$ cat config.mk
export PLATFORM = sky130hd
export DESIGN_NAME = cbs_credit_shaper
export DESIGN_NICKNAME = d
export VERILOG_FILES = /design/src/rtl/cbs_pkg.sv /design/src/rtl/cbs_credit_accumulator.sv /design/src/rtl/cbs_credit_shaper.sv
export SDC_FILE = /design/constraint.sdc
export NUM_CORES = 1
export LEC_CHECK = 0
export CAP_MARGIN = 30
export CORE_MARGIN = 2
export CORE_UTILIZATION = 25
export DETAILED_ROUTE_END_ITERATION = 10
export SETUP_SLACK_MARGIN = 0.2
export SLEW_MARGIN = 20
export SYNTH_ARGS = -nofsm -noshare
export SYNTH_HDL_FRONTEND = slang
export SYNTH_SLANG_ARGS = --single-unit
$ cat constraint.sdc
create_clock -name clk -period 3.5 [get_ports clk]
set_input_delay 0.35 -clock clk [delete_from_list [all_inputs] [get_ports clk]]
set_output_delay 0.35 -clock clk [all_outputs]
set_load 0.05 [all_outputs]
$ cat src/rtl/cbs_pkg.sv
// Shared definitions for the credit-based shaper slice.
// Holds the byte cost in Q.16 credit units, the FSM state encoding and the
// guard width used by the saturating credit accumulator.
package cbs_pkg;

  // Number of fractional bits in credit and idle_slope values.
  localparam int FRAC_BITS = 16;

  // Credit spent for one accepted byte: 1.0 in Q.16.
  localparam int BYTE_COST = 1 << FRAC_BITS;

  // One extra sign bit is enough to see overflow of credit + slope - cost,
  // since both slope and cost are at most 1.0 (needs CREDIT_WIDTH >= 18).
  localparam int SAT_GUARD_BITS = 1;

  // Shaper state encoding, also visible on the shaper_state output.
  localparam logic [1:0] IDLE = 2'd0;
  localparam logic [1:0] WAIT = 2'd1;
  localparam logic [1:0] TX   = 2'd2;

  typedef enum logic [1:0] {
    ST_IDLE = IDLE,
    ST_WAIT = WAIT,
    ST_TX   = TX
  } cbs_state_e;

endpackage

$ cat src/rtl/cbs_credit_accumulator.sv
// Signed saturating credit accumulator.
// Each cycle the credit moves by +i_add and, when i_sub_byte is set, by minus
// one byte cost. The sum is formed one bit wider than the register and then
// saturated, so the credit never wraps.
// Ports:
//   clk, rstn        clock and synchronous active-low reset
//   i_add            unsigned gain for this cycle (Q1.16)
//   i_sub_byte       charge one byte cost this cycle
//   i_clear          force the credit to zero next cycle
//   i_clamp_to_zero  limit the result to at most zero (positive credit dropped)
//   o_credit         registered signed credit
module cbs_credit_accumulator
  import cbs_pkg::*;
#(
  parameter int CREDIT_WIDTH = 32,
  parameter int SLOPE_WIDTH  = 17
) (
  input  logic                           clk,
  input  logic                           rstn,
  input  logic [SLOPE_WIDTH-1:0]         i_add,
  input  logic                           i_sub_byte,
  input  logic                           i_clear,
  input  logic                           i_clamp_to_zero,
  output logic signed [CREDIT_WIDTH-1:0] o_credit
);

  localparam int SUM_WIDTH = CREDIT_WIDTH + SAT_GUARD_BITS;
  localparam logic signed [CREDIT_WIDTH-1:0] CREDIT_MAX = {1'b0, {(CREDIT_WIDTH-1){1'b1}}};
  localparam logic signed [CREDIT_WIDTH-1:0] CREDIT_MIN = {1'b1, {(CREDIT_WIDTH-1){1'b0}}};

  logic signed [CREDIT_WIDTH-1:0] r_credit;
  logic signed [SUM_WIDTH-1:0]    w_credit_ext;
  logic signed [SUM_WIDTH-1:0]    w_add_ext;
  logic signed [SUM_WIDTH-1:0]    w_cost_ext;
  logic signed [SUM_WIDTH-1:0]    w_sum;
  logic signed [CREDIT_WIDTH-1:0] w_sat;
  logic signed [CREDIT_WIDTH-1:0] w_next;

  always_comb begin
    w_credit_ext = SUM_WIDTH'(r_credit);
    w_add_ext    = SUM_WIDTH'({1'b0, i_add});
    w_cost_ext   = i_sub_byte ? SUM_WIDTH'(BYTE_COST) : '0;
    w_sum        = w_credit_ext + w_add_ext - w_cost_ext;

    // Guard bit disagreeing with the register sign bit means overflow.
    if (w_sum[SUM_WIDTH-1] != w_sum[CREDIT_WIDTH-1]) begin
      w_sat = w_sum[SUM_WIDTH-1] ? CREDIT_MIN : CREDIT_MAX;
    end else begin
      w_sat = w_sum[CREDIT_WIDTH-1:0];
    end

    // With clamping, a positive start can only give a positive result, so
    // min(result, 0) also covers "positive credit is discarded".
    if (i_clamp_to_zero && !w_sat[CREDIT_WIDTH-1]) begin
      w_next = '0;
    end else begin
      w_next = w_sat;
    end
  end

  always_ff @(posedge clk) begin
    if (!rstn || i_clear) begin
      r_credit <= '0;
    end else begin
      r_credit <= w_next;
    end
  end

  assign o_credit = r_credit;

endmodule

$ cat src/rtl/cbs_credit_shaper.sv
// Per-class credit-based shaper in front of one input of the strict-priority
// frame arbiter. A frame is held at its first beat while credit is negative;
// once its first beat is accepted the rest of the frame passes untouched.
// The data path is a zero-latency combinational copy; only the handshake is
// gated.
// Ports:
//   clk, rstn          clock (one byte-time per cycle), synchronous active-low reset
//   cbs_enable         1 = shaping, 0 = transparent pass-through
//   idle_slope         credit gain per cycle, Q1.16, sampled every cycle
//   s_axis_*           queue-side AXI4-Stream slave (8-bit data, tlast, tuser)
//   m_axis_*           arbiter-side AXI4-Stream master
//   credit             registered signed credit, Q(CREDIT_WIDTH-16).16 bytes
//   shaper_state       current FSM state (IDLE=0, WAIT=1, TX=2)
module cbs_credit_shaper
  import cbs_pkg::*;
#(
  parameter int CREDIT_WIDTH = 32,
  parameter int SLOPE_WIDTH  = 17
) (
  input  logic                           clk,
  input  logic                           rstn,
  input  logic                           cbs_enable,
  input  logic [SLOPE_WIDTH-1:0]         idle_slope,
  input  logic [7:0]                     s_axis_tdata,
  input  logic                           s_axis_tvalid,
  output logic                           s_axis_tready,
  input  logic                           s_axis_tlast,
  input  logic                           s_axis_tuser,
  output logic [7:0]                     m_axis_tdata,
  output logic                           m_axis_tvalid,
  input  logic                           m_axis_tready,
  output logic                           m_axis_tlast,
  output logic                           m_axis_tuser,
  output logic signed [CREDIT_WIDTH-1:0] credit,
  output logic [1:0]                     shaper_state
);

  cbs_state_e                     r_state;
  logic                           r_in_frame;
  logic                           w_open;
  logic                           w_beat;
  logic                           w_clamp;
  logic signed [CREDIT_WIDTH-1:0] w_credit;

  // Gate only the first beat of a frame: inside a frame, or with shaping
  // off, the stream always flows; otherwise non-negative credit is required.
  assign w_open = r_in_frame | ~cbs_enable | ~w_credit[CREDIT_WIDTH-1];

  assign m_axis_tvalid = s_axis_tvalid & w_open;
  assign s_axis_tready = m_axis_tready & w_open;
  assign m_axis_tdata  = s_axis_tdata;
  assign m_axis_tlast  = s_axis_tlast;
  assign m_axis_tuser  = s_axis_tuser;

  assign w_beat = m_axis_tvalid & m_axis_tready;

  // Idle with nothing accepted: the credit may only recover towards zero,
  // never bank positive credit for a future frame.
  assign w_clamp = (r_state == ST_IDLE) & ~w_beat;

  cbs_credit_accumulator #(
    .CREDIT_WIDTH (CREDIT_WIDTH),
    .SLOPE_WIDTH  (SLOPE_WIDTH)
  ) u_credit_accumulator (
    .clk             (clk),
    .rstn            (rstn),
    .i_add           (idle_slope),
    .i_sub_byte      (w_beat),
    .i_clear         (~cbs_enable),
    .i_clamp_to_zero (w_clamp),
    .o_credit        (w_credit)
  );

  // Frame tracking runs regardless of cbs_enable so re-enabling shaping in
  // the middle of a frame never splits it.
  always_ff @(posedge clk) begin
    if (!rstn) begin
      r_state    <= ST_IDLE;
      r_in_frame <= 1'b0;
    end else begin
      if (w_beat) begin
        r_in_frame <= ~s_axis_tlast;
      end
      case (r_state)
        ST_IDLE: begin
          if (w_beat && !s_axis_tlast) begin
            r_state <= ST_TX;
          end else if (s_axis_tvalid && !w_beat) begin
            r_state <= ST_WAIT;
          end
        end
        ST_WAIT: begin
          if (w_beat) begin
            r_state <= s_axis_tlast ? ST_IDLE : ST_TX;
          end
        end
        ST_TX: begin
          // A frame queued right behind this one passes through IDLE and
          // moves to WAIT on the following cycle.
          if (w_beat && s_axis_tlast) begin
            r_state <= ST_IDLE;
          end
        end
        default: begin
          r_state <= ST_IDLE;
        end
      endcase
    end
  end

  assign credit       = w_credit;
  assign shaper_state = r_state;

endmodule

==> impl_metrics.json <==
{
  "detailedPlacementHpwl_mm": 7.93,
  "synthMostInstantiatedCell": "sky130_fd_sc_hd__inv_1",
  "final-setup-viol-count": 0,
  "clock_latency_at_the_later_pin_of_the_worst_skew_pair_ns": 0.28,
  "totalWireLength_mm": 9.88,
  "overall_die_area_um2": 15000,
  "post_route_cells_drive_above_1_share_pct": 14.0,
  "critical_path_arrival_ns": 3.33,
  "post_synth_instance_area_um2": 3500,
  "ctsHoldBuffers": 0,
  "timing.setup.tns_ns": 0,
  "timing.hold.worst.class": "in2reg",
  "clock_tree.htree_level_count": 2,
  "tritoncts": "done",
  "grt_max_degree": 25,
  "netlist_instances": 487,
  "gp_congestion": 0.899,
  "grt_pass1_vias": 3469,
  "netlist_cell_types": 52,
  "post_placement_setup_slack_ns": -0.215,
  "io_pins": 78,
  "critical_path_required_ns": 3.66,
  "area_delta_synth_final_pct": 36.1,
  "crit_path_start_kind": "primary input",
  "detail_route.drc_violations": 0,
  "setup_slack_ns": 0.336,
  "outcome": "completed",
  "rsz_0062_raised_after_global_routing": "false",
  "fin_skew_ns": 0.00709,
  "initial_core_utilization_pct": 25.4,
  "hold_ws_ns": 0.360,
  "async_flop_share_pct": 0,
  "antenna_cells": 0,
  "post_syn_nets": 567,
  "timing.setup.critical_path_class": "in2reg",
  "timing.critical_path.slowest_cell_delay_ns": 0.47,
  "drtIter0Drc": 212,
  "yosysSeqAreaShare_pct": 20.0,
  "clk_root_buffer_cell": "sky130_fd_sc_hd__clkbuf_16",
  "start_point_of_the_critical_path": "idle_slope[14]",
  "die-width_um": 122,
  "grt_antenna_before_repair": 0,
  "finalHoldViolCount": 0,
  "finalNetCount": 645,
  "cellPowerDensity_nw_per_um2": 1000,
  "floorplan.core_area_um2": 13800,
  "netlist.top_cell.by_area": "sky130_fd_sc_hd__dfxtp_1",
  "timing.critical_path.cells": "clkdlybuf4s50_1 > inv_1 > ha_1 > inv_1 > ha_1 > buf_4 > nand2_1 > o21ai_1 > or3b_4 > o211a_1 > or3_4 > a21o_4 > buf_12 > nand3_1 > a21oi_1",
  "timing.rr.start": "r_in_frame",
  "tightestPinTransition_ns": 0.530,
  "power_leakage_uw": 0.00220,
  "maxCapViolations": 0,
  "min_from": "cbs_enable",
  "syn-mean-instance-area_um2": 7.19,
  "synth_largest_type_area_fraction_pct": 20.0,
  "grt_first_pass_wirelength_mm": 16.5,
  "period_share_pct": 90.4,
  "max_slew_headroom_pct": 64.6,
  "maxClockFrequency_mhz": 316,
  "yosys-top-cells-area": "sky130_fd_sc_hd__dfxtp_1 (20%), sky130_fd_sc_hd__ha_1 (17%), sky130_fd_sc_hd__inv_1 (9.0%), sky130_fd_sc_hd__a21oi_1 (8.1%), sky130_fd_sc_hd__nand2_1 (5.5%)",
  "ctsLongestPathBuffers": 2,
  "tritoncts.num_buffers": 5,
  "io_buffer_count": 59,
  "synth_top_cells_by_count": "sky130_fd_sc_hd__inv_1 (84), sky130_fd_sc_hd__a21oi_1 (57), sky130_fd_sc_hd__nand2_1 (51)",
  "grt.total_usage_pct": 13.8,
  "crit_path_end_kind": "register",
  "wl_per_cell_um": 13.2,
  "synthesis.yosys.warnings": 0,
  "synth-seq-cells": 35,
  "route.antenna.remaining_nets": 0,
  "regToRegSetupSlack_ns": 0.40,
  "synth_edf_count": 0,
  "max_slew_violation_total_from_the_final_report": 0,
  "power.ir.vdd_worst_mv": 0.377,
  "critical-path-slowest-cell": "sky130_fd_sc_hd__clkdlybuf4s50_1",
  "clock-sinks": 35,
  "worst_setup_hold_path_clk_slew_ns": 0.06,
  "die_extent_in_y_um": 122,
  "dr.pass1.iters": 5,
  "num_rows": 43,
  "final.min_clock_period_ns": 3.16,
  "detailroute.via_count": 3477,
  "vias_per_cell": 4.66,
  "overflow_after_grt": 0,
  "critical_path_peak_fanout": 10,
  "postSynth.topFlopCell": "sky130_fd_sc_hd__dfxtp_1",
  "finalCoreUtilization_pct": 34.6
}
## per-stage QoR
stage | total power [uW] | cells | cell area [um2]
floorplan | 3090 | 487 | 3520
global placement | 4120 | 734 | 4470
detailed placement | 4130 | 734 | 4470
CTS | 4650 | 742 | 4640
global route | 5210 | 746 | 4770
finish | 4790 | 746 | 4770
## worst paths after layout
check                                                          to  cells past startpoint
worst max-delay path             u_credit_accumulator.o_credit[8]                     15
worst min register to register                         r_in_frame                      2
worst min-delay path            u_credit_accumulator.o_credit[31]                      3
worst max register to register  u_credit_accumulator.o_credit[29]                     14
## logic make-up after synthesis
| group | Yosys count | synth area share [%] |
|---|---|---|
| and+or+nand+nor | 125 | 17.7 |
| adders and majority gates | 48 | 17.4 |
| buffers and inverters | 115 | 14.1 |
| DFF | 35 | 20.0 |
| AOI/OAI and AO/OA | 139 | 24.6 |
| xor gates and xnor gates | 25 | 6.25 |
## critical path, delay by kind of cell
kind / cells / cell delay [ns]
AND/OR/NAND/NOR: 4 / 0.87
adder cells (fa/ha/maj): 2 / 0.56
buffers and inverters: 5 / 0.86
AO/OA/AOI/OAI: 4 / 0.67
## layout make-up
class                           count  area [um2]
Sequential cell                    35         704
Tap cell                          180         225
Timing Repair Buffer              102         952
Clock buffer                        7         143
Clock inverter                      1        5.00
Inverter                           84         315
Multi-Input combinational cell    337        2420
Fill cell                        1519        9010
## cells in the final DEF (no fill, tap or decap), drive strengths merged, types with 2 or more instances in the layout
master / Yosys / final
nand4: 8 / 8
xnor2: 16 / 16
xor2: 9 / 9
nand2b: 11 / 11
nor2b: 2 / 2
clkbuf: 12 / 7
nand2: 51 / 51
o21a: 2 / 2
o21bai: 3 / 3
o21ai: 32 / 32
a211oi: 3 / 3
a41oi: 2 / 2
or2: 2 / 2
o221a: 2 / 2
nor3: 6 / 6
o211a: 3 / 3
or3: 5 / 5
o31ai: 2 / 2
a41o: 2 / 2
and2: 5 / 5
nor2: 15 / 15
buf: 19 / 43
a21oi: 59 / 59
a31oi: 3 / 3
a21o: 13 / 13
and3: 3 / 3
o221ai: 2 / 2
inv: 84 / 84
o211ai: 7 / 7
ha: 47 / 47
nand3b: 2 / 2
dfxtp: 35 / 35
clkdlybuf4s50: 0 / 58
nand3: 11 / 11
## power by group
part | leakage [uW] | internal, uW | switching (uW)
combinational | 0.00184 | 1590 | 2170
sequential | 0.000288 | 508 | 69.0
clock | 0.0000739 | 282 | 173
total | 0.00220 | 2380 | 2410
## per-layer routing
| metal | track usage, % | vias up | wire [um] |
|---|---|---|---|
| li1 | - | 1798 | - |
| met1 | 17.3 | 1603 | 4460 |
| met2 | 24.4 | 70 | 4920 |
| met3 | 2.56 | 6 | 405 |
| met4 | 2.80 | 0 | 100 |
| met5 | 0 | - | 0 |
## sequential cells by signal, indices dropped and copies added (netlist names)
signal,count
r_in_frame,1
shaper_state,2
u_credit_accumulator.o_credit,32
## what timing repair did
| item | CTS | global route |
|---|---|---|
| pin swaps | 3 | 15 |
| resized for setup | 7 | 21 |
| setup endpoints to repair | 31 | 31 |
| buffers inserted | 0 | 4 |
(Power assumes the default switching activity.)
